`src/rtl/sa_ws_feeder_if.sv`:
```
// Upstream beat handshake plus skewed array-facing outputs of the weight-stationary feeder.
// master = upstream source / bench side, slave = feeder side.
interface sa_ws_feeder_if #(
    parameter int SA_ROW     = 3,
    parameter int DATA_WIDTH = 8
);
    logic                                 in_valid;
    logic                                 in_ready;
    logic [SA_ROW-1:0][DATA_WIDTH-1:0]    in_data;
    logic                                 sa_iv;
    logic [SA_ROW-1:0][DATA_WIDTH-1:0]    row_A_o;
    logic                                 busy;
    logic                                 done;

    modport master (
        output in_valid, in_data,
        input  in_ready, sa_iv, row_A_o, busy, done
    );

    modport slave (
        input  in_valid, in_data,
        output in_ready, sa_iv, row_A_o, busy, done
    );
endinterface

```
`src/rtl/sa_ws_feeder.sv`:
```
// Buffers one burst of ifmap columns, then streams it diagonally skewed into a systolic array.
// Stream lasts VECTOR_LENGTH+SA_ROW+SA_COL-1 cycles; in_ready is low while streaming and for one GAP cycle.
module sa_ws_feeder #(
    parameter int SA_ROW        = 3,
    parameter int SA_COL        = 3,
    parameter int DATA_WIDTH    = 8,
    parameter int VECTOR_LENGTH = 8
) (
    input  logic            clk,
    input  logic            nrst,
    sa_ws_feeder_if.slave   bus
);
    localparam int LATENCY = VECTOR_LENGTH + SA_ROW + SA_COL - 1;
    localparam int TW      = (LATENCY > 1) ? $clog2(LATENCY) : 1;
    localparam int KW      = (VECTOR_LENGTH > 1) ? $clog2(VECTOR_LENGTH) : 1;
    localparam logic [TW-1:0] T_LAST = TW'(LATENCY - 1);
    localparam logic [KW-1:0] K_LAST = KW'(VECTOR_LENGTH - 1);

    typedef enum logic [1:0] {IDLE, LOAD, STREAM, GAP} state_t;

    state_t                              state;
    logic [KW-1:0]                       k;
    logic [TW-1:0]                       t;
    logic [SA_ROW-1:0][DATA_WIDTH-1:0]   burst_buf [VECTOR_LENGTH];
    logic [SA_ROW-1:0][DATA_WIDTH-1:0]   row_a;
    logic                                accept;

    assign accept = bus.in_valid & bus.in_ready;

    always_ff @(posedge clk or negedge nrst) begin
        if (!nrst) begin
            state <= IDLE;
            k     <= '0;
            t     <= '0;
        end else begin
            case (state)
                IDLE: begin
                    if (accept) begin
                        if (VECTOR_LENGTH == 1) begin
                            state <= STREAM;
                            t     <= '0;
                        end else begin
                            state <= LOAD;
                            k     <= KW'(1);
                        end
                    end
                end
                LOAD: begin
                    if (accept) begin
                        if (k == K_LAST) begin
                            state <= STREAM;
                            k     <= '0;
                            t     <= '0;
                        end else begin
                            k <= k + 1'b1;
                        end
                    end
                end
                STREAM: begin
                    if (t == T_LAST) begin
                        state <= GAP;
                        t     <= '0;
                    end else begin
                        t <= t + 1'b1;
                    end
                end
                GAP:     state <= IDLE;
                default: state <= IDLE;
            endcase
        end
    end

    // Buffer has no reset: contents are only observable after a full load overwrites them.
    always_ff @(posedge clk) begin
        if (accept) begin
            for (int j = 0; j < VECTOR_LENGTH; j++) begin
                if (int'(k) == j) burst_buf[j] <= bus.in_data;
            end
        end
    end

    // Row r sees beat t-r; outside the burst window the row is zero-padded.
    always_comb begin
        row_a = '0;
        if (state == STREAM) begin
            for (int r = 0; r < SA_ROW; r++) begin
                for (int j = 0; j < VECTOR_LENGTH; j++) begin
                    if (int'(t) == j + r) row_a[r] = burst_buf[j][r];
                end
            end
        end
    end

    assign bus.in_ready = (state == IDLE) || (state == LOAD);
    assign bus.sa_iv    = (state == STREAM);
    assign bus.busy     = (state != IDLE);
    assign bus.done     = (state == GAP);
    assign bus.row_A_o  = row_a;
endmodule
```
`src/flat_wrapper.sv`:
```
// flat-port wrapper written by rule: the top's interface ports become plain ports
module sa_ws_feeder_flat 
#(
    parameter int SA_ROW        = 3,
    parameter int SA_COL        = 3,
    parameter int DATA_WIDTH    = 8,
    parameter int VECTOR_LENGTH = 8
)
  (clk, nrst, bus_in_valid, bus_in_data, bus_in_ready, bus_sa_iv, bus_row_A_o, bus_busy, bus_done);
  sa_ws_feeder_if #(.SA_ROW(SA_ROW), .DATA_WIDTH(DATA_WIDTH)) bus_i ();
  input  logic clk;
  input  logic nrst;
  input wire logic [$bits(bus_i.in_valid)-1:0] bus_in_valid;
  input wire logic [$bits(bus_i.in_data)-1:0] bus_in_data;
  output wire logic [$bits(bus_i.in_ready)-1:0] bus_in_ready;
  output wire logic [$bits(bus_i.sa_iv)-1:0] bus_sa_iv;
  output wire logic [$bits(bus_i.row_A_o)-1:0] bus_row_A_o;
  output wire logic [$bits(bus_i.busy)-1:0] bus_busy;
  output wire logic [$bits(bus_i.done)-1:0] bus_done;
  assign bus_i.in_valid = bus_in_valid;
  assign bus_i.in_data = bus_in_data;
  assign bus_in_ready = bus_i.in_ready;
  assign bus_sa_iv = bus_i.sa_iv;
  assign bus_row_A_o = bus_i.row_A_o;
  assign bus_busy = bus_i.busy;
  assign bus_done = bus_i.done;
  sa_ws_feeder #(.SA_ROW(SA_ROW), .SA_COL(SA_COL), .DATA_WIDTH(DATA_WIDTH), .VECTOR_LENGTH(VECTOR_LENGTH)) u_core (.clk(clk), .nrst(nrst), .bus(bus_i));
endmodule
```
`config.mk`:
```
export PLATFORM = sky130hd
export DESIGN_NAME = sa_ws_feeder_flat
export DESIGN_NICKNAME = d
export VERILOG_FILES = /design/src/rtl/sa_ws_feeder_if.sv /design/src/rtl/sa_ws_feeder.sv /design/src/flat_wrapper.sv
export SDC_FILE = /design/constraint.sdc
export NUM_CORES = 1
export LEC_CHECK = 0
export ABC_CLOCK_PERIOD_IN_PS = 6800
export BUFFER_PORTS_ARGS = -buffer_cell sky130_fd_sc_hd__buf_2
export CAP_MARGIN = 25
export CORE_MARGIN = 5
export CORE_UTILIZATION = 30
export CTS_BUF_LIST = sky130_fd_sc_hd__clkbuf_8
export DETAILED_ROUTE_END_ITERATION = 12
export PLACE_DENSITY = 0.47
export SYNTH_ARGS = -nofsm -noshare
export SYNTH_HDL_FRONTEND = slang
export SYNTH_SLANG_ARGS = --single-unit
```
`constraint.sdc`:
```
create_clock -name clk -period 6.8 [get_ports clk]
set_clock_uncertainty 0.2 [all_clocks]
set_input_delay 0.68 -clock clk [delete_from_list [all_inputs] [get_ports clk]]
set_output_delay 0.68 -clock clk [all_outputs]
set_load 0.005 [all_outputs]
```
==> impl_metrics.toml, run 1 <==
[status]
outcome = "finished clean"

[grt]
grt_pass1_wl_mm = 31.7
busiest_layer = "met2"
gr-total-overflow = 0
antenna_found_initial = 2
grtUsageMet1_pct = 16.8
grt_pass1_vias = 5131
grt_max_degree = 31
grt_use_total_pct = 13.7
grt_use_met2_pct = 24.1
use_met3_pct = 2.75

[clock_network]
h-tree-depth = 2
clock_latency_ps = 510
cts_tree = "done"
cts-root-buf = "clkbuf_8"
cts_setup_buffers = 0
clk_path_buf_depth = 3
cts_sinks = 201
cts_resized = 0
path_clk_slew_ps = 60
numCtsBuffers = 35
ctsHoldBuffers = 1

[final_layout]
nNetsFinal = 619
area_growth_pct = 15.1
stdcell_area_mm2 = 0.00937
drive_gt1_share_pct = 20.9

[timing]
fin_crit_sh_pct = 63.1
fin_setup_tns_ps = 0
final_max_slew_viol_count = 0
rsz0062_at_grt = "no"
setup-violations-final = 0
slew_headroom_pct = 33.9
tightest_slew_ps = 990
fmax_mhz = 233
hold_viol = 0
period_minus_slack_ps = 4290

[placement]
place.gp.congestion = 0.710
placed_cell_area_mm2 = 0.00875
dp_hpwl_mm = 12.0
io_buffer_count = 54

[worst_setup_path]
slowest_delay_ps = 750
crit_chain = "inv_1 > ha_1 > and2b_1 > a221o_1 > o211ai_1 > a211oi_1 > buf_2"
cp-start-kind = "register"
slowest_stage = "and2b_1"
worst-path-max-fanout = 18
critPathBufInv = 2
crit_family = "simple AND/OR/NAND/NOR gates"
worstPathArrival_ps = 3410
required_ps = 5920
critical_path_class = "reg2out"
crit_path_end_kind = "primary output"

[synth]
seq_area_frac_synth_pct = 73.6
synth_area_leaders = "edfxtp_1 71%, dfrtp_1 2.8%, ha_1 2.2%"
synthArstFlopShare_pct = 4.48
syn-cell-area_mm2 = 0.00814
synth_edf_count = 192
synth-main-ff-cell = "edfxtp_1"
synth.distinct_cells = 52
synthesis.nets = 551
yosys_warnings = 0
syn_inst = 510
synth_area_leader_cell = "edfxtp_1"
yosys_register_bits = 201
postSynthAreaPerCell_um2 = 16.0
synth_top_area_share_pct = 70.8

[drt]
drtIter0Drc = 267
wirelength_mm = 21.3
wire_per_inst_um = 22.5
drtPass1Iterations = 5
ant_nets = 0
via_per_inst = 5.17
via_count = 4884
route.detailed.drc = 0

[floorplanning]
start_util_pct = 30.4
rows = 60
die_y_um = 175
die_w_um = 175
ios = 55
coreArea_mm2 = 0.0268
die-area_mm2 = 0.0305

[power]
p_total_mw = 3.29
p_per_area_mw_per_mm2 = 351
leakage_nw = 3.19
ir_drop_uv = 133

[worst_hold_path]
hp-class = "in2reg"

[flow_run]
maxCapViolCount = 0
==> through the flow <==
step                setup WS (ps)  util, %  hold slack, ps  cells
detailed placement           2980     32.6             355    881
global route                 2280     34.9             196    944
CTS                          2410     34.9             189    943
finish                       2510     34.9             225    944
floorplan                    4200        -             184    510
global placement             2960     32.5             343    879
==> synthesized netlist by cell type, drive strengths merged, types with 8 or more instances <==
master,n
edfxtp,192
o21ai,35
a21oi,25
a221oi,24
buf,20
o22ai,18
a211oi,17
o221ai,15
ha,14
inv,14
nand2,14
clkbuf,13
nor2,13
and3,9
dfrtp,9
a221o,8
a31oi,8
o211a,8
o211ai,8
==> layer usage <==
| layer | vias up | part of all wire [%] |
|---|---|---|
| met5 | - | 0.033 |
| met4 | 2 | 2.8 |
| met3 | 43 | 4.1 |
| met2 | 113 | 51 |
| met1 | 2479 | 43 |
| li1 | 2247 | - |
==> cells by family after synthesis <==
logic type | share of synthesized area, %
flops | 73.6
compound gates | 17.1
simple gates | 4.03
buf+inv | 3.00
fa+ha+maj | 2.15
mux | 0.138
==> worst register-to-register path: stages, from the launching register on <==
cell     delay [ps]
dfrtp_1         410
inv_1           100
ha_1            220
or2_2           170
and2_1          250
and3_2          770
==> sequential cells by signal (all words and copies together) (netlist names) <==
signal / flops
u_core.k: 3
u_core.burst_buf: 192
u_core.state: 2
u_core.t: 4
==> cells in the final DEF (no fill, tap or decap), types with 2 or more instances in the layout <==
master,count
buf_4,7
nand2_1,13
dfrtp_1,9
o211ai_1,8
nor2_2,2
a221o_1,8
o21ai_0,35
a22o_1,7
o32a_1,2
a211oi_1,17
o221ai_1,15
nor2_1,11
ha_1,14
a21oi_1,25
and3_2,6
inv_1,25
o211a_1,8
o22ai_1,18
a221oi_1,18
nor2b_1,2
a31oi_1,8
a221oi_2,6
nand3b_1,2
edfxtp_1,192
clkbuf_8,36
o22a_1,7
and3_1,3
clkinv_1,8
buf_2,54
and2b_1,2
nand2b_1,4
clkinv_2,4
a311oi_1,2
==> where the power goes <==
part | internal [mW] | total [mW] | switching, mW
logic | 0.288 | 0.793 | 0.505
registers | 1.48 | 1.53 | 0.0433
clock network | 0.492 | 0.973 | 0.481
==> area by class of cell <==
type,instances,area [um^2]
clock buffers,36,495
well taps,341,427
flip-flops and latches,201,5990
clock inverters,25,108
fillers,2571,17400
inverters,14,52.6
diodes,1,2.50
multi-input cells,262,1910
repair buffers,64,375
==> final timing paths <==
| path | from | end | slack [ps] | depth (start not counted) |
|---|---|---|---|---|
| max reg2reg | u_core.state[0]$_DFFE_PN0P_ | u_core.burst_buf[0][0]$_DFFE_PP_ | 4290 | 5 |
| min reg2reg | u_core.state[0]$_DFFE_PN0P_ | u_core.state[0]$_DFFE_PN0P_ | 380 | 1 |
| max | u_core.t[1]$_DFFE_PN0P_ | bus_row_A_o[15] | 2510 | 7 |
| min in group asynchronous | nrst | u_core.t[3]$_DFFE_PN0P_ | 360 | 2 |
| max in group asynchronous | nrst | u_core.t[0]$_DFFE_PN0P_ | 5840 | 2 |
| min | bus_in_data[4] | u_core.burst_buf[0][76]$_DFFE_PP_ | 220 | 1 |
Power figures use the tool's default switching activity.
==> inputs of run 2 (changes only) <==
--- a/config.mk
+++ b/config.mk
@@ -5,14 +5,14 @@
 export SDC_FILE = /design/constraint.sdc
 export NUM_CORES = 1
 export LEC_CHECK = 0
-export ABC_CLOCK_PERIOD_IN_PS = 6800
+export ABC_CLOCK_PERIOD_IN_PS = 3500
 export BUFFER_PORTS_ARGS = -buffer_cell sky130_fd_sc_hd__buf_2
 export CAP_MARGIN = 25
 export CORE_MARGIN = 5
 export CORE_UTILIZATION = 30
 export CTS_BUF_LIST = sky130_fd_sc_hd__clkbuf_8
 export DETAILED_ROUTE_END_ITERATION = 12
-export PLACE_DENSITY = 0.47
+export PLACE_DENSITY = 0.49
 export SYNTH_ARGS = -nofsm -noshare
 export SYNTH_HDL_FRONTEND = slang
 export SYNTH_SLANG_ARGS = --single-unit
==> constraint.sdc (replaced) <==
create_clock -name clk -period 3.5 [get_ports clk]
set_clock_uncertainty 0.2 [all_clocks]
set_input_delay 0.35 -clock clk [delete_from_list [all_inputs] [get_ports clk]]
set_output_delay 0.35 -clock clk [all_outputs]
set_load 0.005 [all_outputs]
==> run 2 against run 1 <==
  * Worst hold slack worse by 190 ps
  * Register-to-register slack worse by 3200 ps
  * Critical path depth up 1
  * Wire length down 1.1%
  * Combinational power up 100%
  * Cell area up 4.3%
  * Cell count up 4.0%
  * Core utilization up 1.5 points
  * Clock power up 110%
==> impl_metrics.toml, run 2 (synthesis gave the netlist of run 1 again) <==
[drt]
drtIter0Drc = 355
ant_nets = 0
drtPass1Iterations = 5
via_per_inst = 5.22
via_count = 5126
wirelength_mm = 21.0
wire_per_inst_um = 21.4
route.detailed.drc = 0

[power]
seqPwrFrac_pct = 44.9
p_comb_share_pct = 24.4
p_total_mw = 6.59
switching_share_pct = 29.7
internal_power_mw = 4.63
leakage_nw = 3.36
ir_drop_uv = 498
power_switching_mw = 1.96
p_clk_share_pct = 30.7
p_per_area_mw_per_mm2 = 675

[floorplanning]
die_y_um = 175
start_util_pct = 30.4
die-area_mm2 = 0.0305
coreArea_mm2 = 0.0268
die_w_um = 175
ios = 55
rows = 60

[placement]
dp_slack_ps = 516
io_buffer_count = 54
placed_cell_area_mm2 = 0.00881
dp_hpwl_mm = 12.7
dp.cells = 894
place.gp.congestion = 0.767

[worst_setup_path]
worstPathArrival_ps = 2690
cp-start-kind = "register"
crit_chain = "inv_1 > ha_2 > buf_6 > or2b_2 > o21ai_0 > o22ai_1 > o211a_1 > buf_2"
required_ps = 2950
reg2reg_depth = 6
crit_family = "compound AO/OA/AOI/OAI gates"
critPathBufInv = 3
critical_path_class = "reg2out"
r2r_end = "u_core.state[1]$_DFFE_PN0P_"
crit_path_end_kind = "primary output"
slowest_stage = "or2b_2"
worst-path-max-fanout = 23
r2r_start = "u_core.state[0]$_DFFE_PN0P_"
slowest_delay_ps = 470
rrSetupSlack_ps = 1120

[timing]
slew_headroom_pct = 50.0
tightest_slew_ps = 745
period_minus_slack_ps = 3240
fin_crit_sh_pct = 92.6
rsz0062_at_grt = "no"
timing.hold.ws_ps = 39.2
final_max_slew_viol_count = 0
timing.final.ws_setup_ps = 260
setup-violations-final = 0
fin_setup_tns_ps = 0
fmax_mhz = 309
hold_viol = 0

[final_layout]
top_regs = "u_core.burst_buf: 192 flops, u_core.t: 4 flops, u_core.k: 3 flops"
final_util_pct = 36.4
diodes = 0
final_cell_mix = "192 x edfxtp_1, 54 x buf_2, 38 x clkbuf_8"
instances_no_fill = 982
max_flop_register = "u_core.burst_buf"
drive_gt1_share_pct = 22.2
area_growth_pct = 20.0
stdcell_area_mm2 = 0.00976
largest_reg_flops = 192
nNetsFinal = 659
layout_commonest_cell = "edfxtp_1"

[grt]
grt_pass1_wl_mm = 32.5
antenna_found_initial = 0
grt_pass1_vias = 5478
grt_max_degree = 25
grt_use_total_pct = 13.8
gr-total-overflow = 0

[clock_network]
h-tree-depth = 2
clock_latency_ps = 490
clk_path_buf_depth = 3
path_clk_slew_ps = 60
numCtsBuffers = 35
cts_sinks = 201
cts-root-buf = "clkbuf_8"
cts_tree = "done"

[status]
outcome = "finished clean"

[flow_run]
maxCapViolCount = 0

[worst_hold_path]
hp-class = "in2async"
## run 2: how the worst max path moves through the flow
stage,startpoint,to,slack (ps),depth (start not counted)
2_1_floorplan,u_core.state[0]$_DFFE_PN0P_,u_core.burst_buf[1][0]$_DFFE_PP_,1140,6
3_3_place_gp,u_core.t[0]$_DFFE_PN0P_,bus_row_A_o[2],530,8
3_5_place_dp,u_core.t[0]$_DFFE_PN0P_,bus_row_A_o[2],520,8
4_1_cts,u_core.t[0]$_DFFE_PN0P_,bus_row_A_o[2],30,8
5_1_grt,u_core.t[2]$_DFFE_PN0P_,bus_row_A_o[12],30,5
6_report,u_core.t[0]$_DFFE_PN0P_,bus_row_A_o[3],260,8
## run 2: cell type report
type	count	area (um^2)
multi-input cells	262	1920
clock inverters	22	140
clock buffers	38	523
inverters	14	52.6
flip-flops and latches	201	5990
fillers	2530	17000
repair buffers	104	714
well taps	341	427
## run 2: routing by layer
layer	part of all wire, %	up-vias	GRT usage (%)
met5	0	-	0
met4	1.7	0	4.06
met3	5.1	31	2.60
met2	50	151	23.4
met1	43	2622	18.0
li1	-	2322	-
## run 2: power groups by stage
stage	clock network (mW)	registers [mW]	logic [mW]
after CTS	2.08	2.96	1.63
after detailed placement	0	3.01	1.60
after floorplan	0	2.98	1.07
after global placement	0	3.00	1.56
final	2.03	2.96	1.61
after global routing	2.20	2.98	1.80
## run 2: worst register-to-register path, cell delays in order, from the launching register on
cell     delay (ps)
dfrtp_1         410
inv_1            90
ha_1            580
inv_1           200
a31oi_1         370
nor3_1          120
mux2_2          290
## run 2: timing repair
action	4_1_cts	5_1_grt
hold buffers	26	0
setup endpoints to repair	4	22
endpoints found under the hold margin	202	0
setup buffers	0	2
gates resized for setup	2	5
pin swaps	0	0
==> inputs of run 3 (changes only) <==
--- a/config.mk
+++ b/config.mk
@@ -9,10 +9,10 @@
 export BUFFER_PORTS_ARGS = -buffer_cell sky130_fd_sc_hd__buf_2
 export CAP_MARGIN = 25
 export CORE_MARGIN = 5
-export CORE_UTILIZATION = 30
+export CORE_UTILIZATION = 50
 export CTS_BUF_LIST = sky130_fd_sc_hd__clkbuf_8
 export DETAILED_ROUTE_END_ITERATION = 12
-export PLACE_DENSITY = 0.49
+export PLACE_DENSITY = 0.73
 export SYNTH_ARGS = -nofsm -noshare
 export SYNTH_HDL_FRONTEND = slang
 export SYNTH_SLANG_ARGS = --single-unit
==> run 3 against run 2 <==
  * Worst setup slack worse by 94 ps
  * Critical path depth stayed put
  * Core utilization is 24 points higher
  * Worst hold slack hardly changed
  * Sequential power hardly changed
  * Critical endpoint is now bus_row_A_o[21]
  * Largest cell class unchanged
  * Largest power group unchanged
  * Highest routed layer unchanged
==> impl_metrics.toml, run 3 (synthesis gave the netlist of run 1 again) <==
[clock_network]
path_clk_slew_ps = 60
cts-root-buf = "clkbuf_8"
numCtsBuffers = 35
cts_tree = "done"
clock_latency_ps = 510
clk_path_buf_depth = 3
cts_sinks = 201
h-tree-depth = 2

[drt]
dr_wl_met3_mm = 1.15
dr_wl_met2_mm = 9.92
drtIter0Drc = 406
wl_met1_mm = 7.62
via_count = 5164
wirelength_mm = 19.1
route.detailed.drc = 0
drtPass1Iterations = 5
ant_nets = 0
via_per_inst = 6.00
dr.max_layer_used = "met4"
wire_per_inst_um = 22.2

[timing]
tightest_slew_ps = 757
timing.final.ws_setup_ps = 165
fin_crit_sh_pct = 95.3
period_minus_slack_ps = 3330
rsz0062_at_grt = "no"
hold_viol = 0
fin_setup_tns_ps = 0
setup-violations-final = 0
final_max_slew_viol_count = 0
slew_headroom_pct = 49.5
timing.hold.ws_ps = 39.6
fmax_mhz = 300

[final_layout]
fill_cells = 1202
diodes = 0
max_flop_register = "u_core.burst_buf"
final_cell_mix = "192 x edfxtp_1, 54 x buf_2, 36 x clkbuf_8"
largest_reg_flops = 192
top_regs = "u_core.burst_buf: 192 flops, u_core.t: 4 flops, u_core.k: 3 flops"
drive_gt1_share_pct = 21.6
layout_commonest_cell = "edfxtp_1"
instances_no_fill = 860
nNetsFinal = 660
area_growth_pct = 17.8

[power]
internal_power_mw = 4.54
seqPwrFrac_pct = 45.7
p_per_area_mw_per_mm2 = 676
p_comb_share_pct = 24.5
p_clk_share_pct = 29.8
power_switching_mw = 1.95
leakage_nw = 3.38
ir_drop_uv = 333
switching_share_pct = 30.1

[floorplanning]
ios = 55
coreArea_mm2 = 0.0159
die_y_um = 138
die-area_mm2 = 0.0189
die_w_um = 138
rows = 46
start_util_pct = 51.1

[grt]
grt_use_total_pct = 20.5
grt_pass1_wl_mm = 29.1
grt_pass1_vias = 5292
grt_max_degree = 25
antenna_found_initial = 0
gr-total-overflow = 0

[placement]
io_buffer_count = 54
dp.cells = 772
dp_hpwl_mm = 11.4
dp_slack_ps = 561
place.gp.congestion = 0.802

[worst_setup_path]
reg2reg_depth = 6
cp-start-kind = "register"
crit_path_end_kind = "primary output"
crit_chain = "inv_1 > ha_2 > and2b_1 > buf_4 > a221oi_1 > o22a_1 > a21oi_1 > buf_2"
required_ps = 2950
slowest_delay_ps = 440
critical_path_class = "reg2out"
slowest_stage = "dfrtp_1"
worstPathArrival_ps = 2780
cp.depth = 8
worst-path-max-fanout = 13
crit_family = "compound AO/OA/AOI/OAI gates"
r2r_end = "u_core.burst_buf[1][64]$_DFFE_PP_"
r2r_start = "u_core.state[0]$_DFFE_PN0P_"
critPathBufInv = 3
rrSetupSlack_ps = 800

[flow_run]
maxCapViolCount = 0

[status]
outcome = "finished clean"

[worst_hold_path]
hp-class = "in2async"
-- run 3: cell type report --
type | instances | area [um^2] | area share [%]
Clock inverter | 26 | 143 | 1.49
Inverter | 14 | 52.6 | 0.548
Clock buffer | 36 | 495 | 5.17
Timing Repair Buffer | 105 | 718 | 7.49
Multi-Input combinational cell | 262 | 1920 | 20.0
Sequential cell | 201 | 5990 | 62.5
Tap cell | 216 | 270 | 2.82
-- run 3: worst max path at each step --
| stage | start | slack, ps | to |
|---|---|---|---|
| after floorplan | u_core.state[0]$_DFFE_PN0P_ | 1140 | u_core.burst_buf[1][0]$_DFFE_PP_ |
| after global placement | u_core.t[0]$_DFFE_PN0P_ | 660 | bus_row_A_o[15] |
| after detailed placement | u_core.t[0]$_DFFE_PN0P_ | 560 | bus_row_A_o[15] |
| after CTS | u_core.t[0]$_DFFE_PN0P_ | 1 | bus_row_A_o[15] |
| after global routing | u_core.t[1]$_DFFE_PN0P_ | 0.9 | bus_row_A_o[15] |
| final | u_core.t[0]$_DFFE_PN0P_ | 170 | bus_row_A_o[21] |
-- run 3: power groups by stage --
stage	sequential [mW]	clock, mW	combinational, mW
6_report	2.96	1.93	1.59
5_1_grt	2.98	2.10	1.73
4_1_cts	2.96	1.98	1.58
3_5_place_dp	3.01	0	1.55
3_3_place_gp	3.00	0	1.50
2_1_floorplan	2.98	0	1.07
-- run 3: repair_timing --
| item | in CTS | in global routing |
|---|---|---|
| gates resized for setup | 0 | 4 |
| hold endpoints to repair | 202 | 0 |
| hold buffers | 26 | 0 |
| buffers inserted | 0 | 0 |
| endpoints found under the setup margin | 0 | 16 |
-- run 3: per-layer routing --
layer,global-route usage (%),vias to the layer above
li1,-,2325
met1,26.5,2620
met2,35.0,189
met3,3.51,30
met4,7.48,0
met5,0,-
-- run 3: per-stage QoR --
stage          util, %  cell area, um^2  total power [mW]
6_report          60.2             9590              6.48
5_1_grt           60.2             9590              6.81
4_1_cts           60.1             9570              6.52
3_5_place_dp      54.4             8680              4.56
3_3_place_gp      54.4             8680              4.50
2_1_floorplan        -             8140              4.05
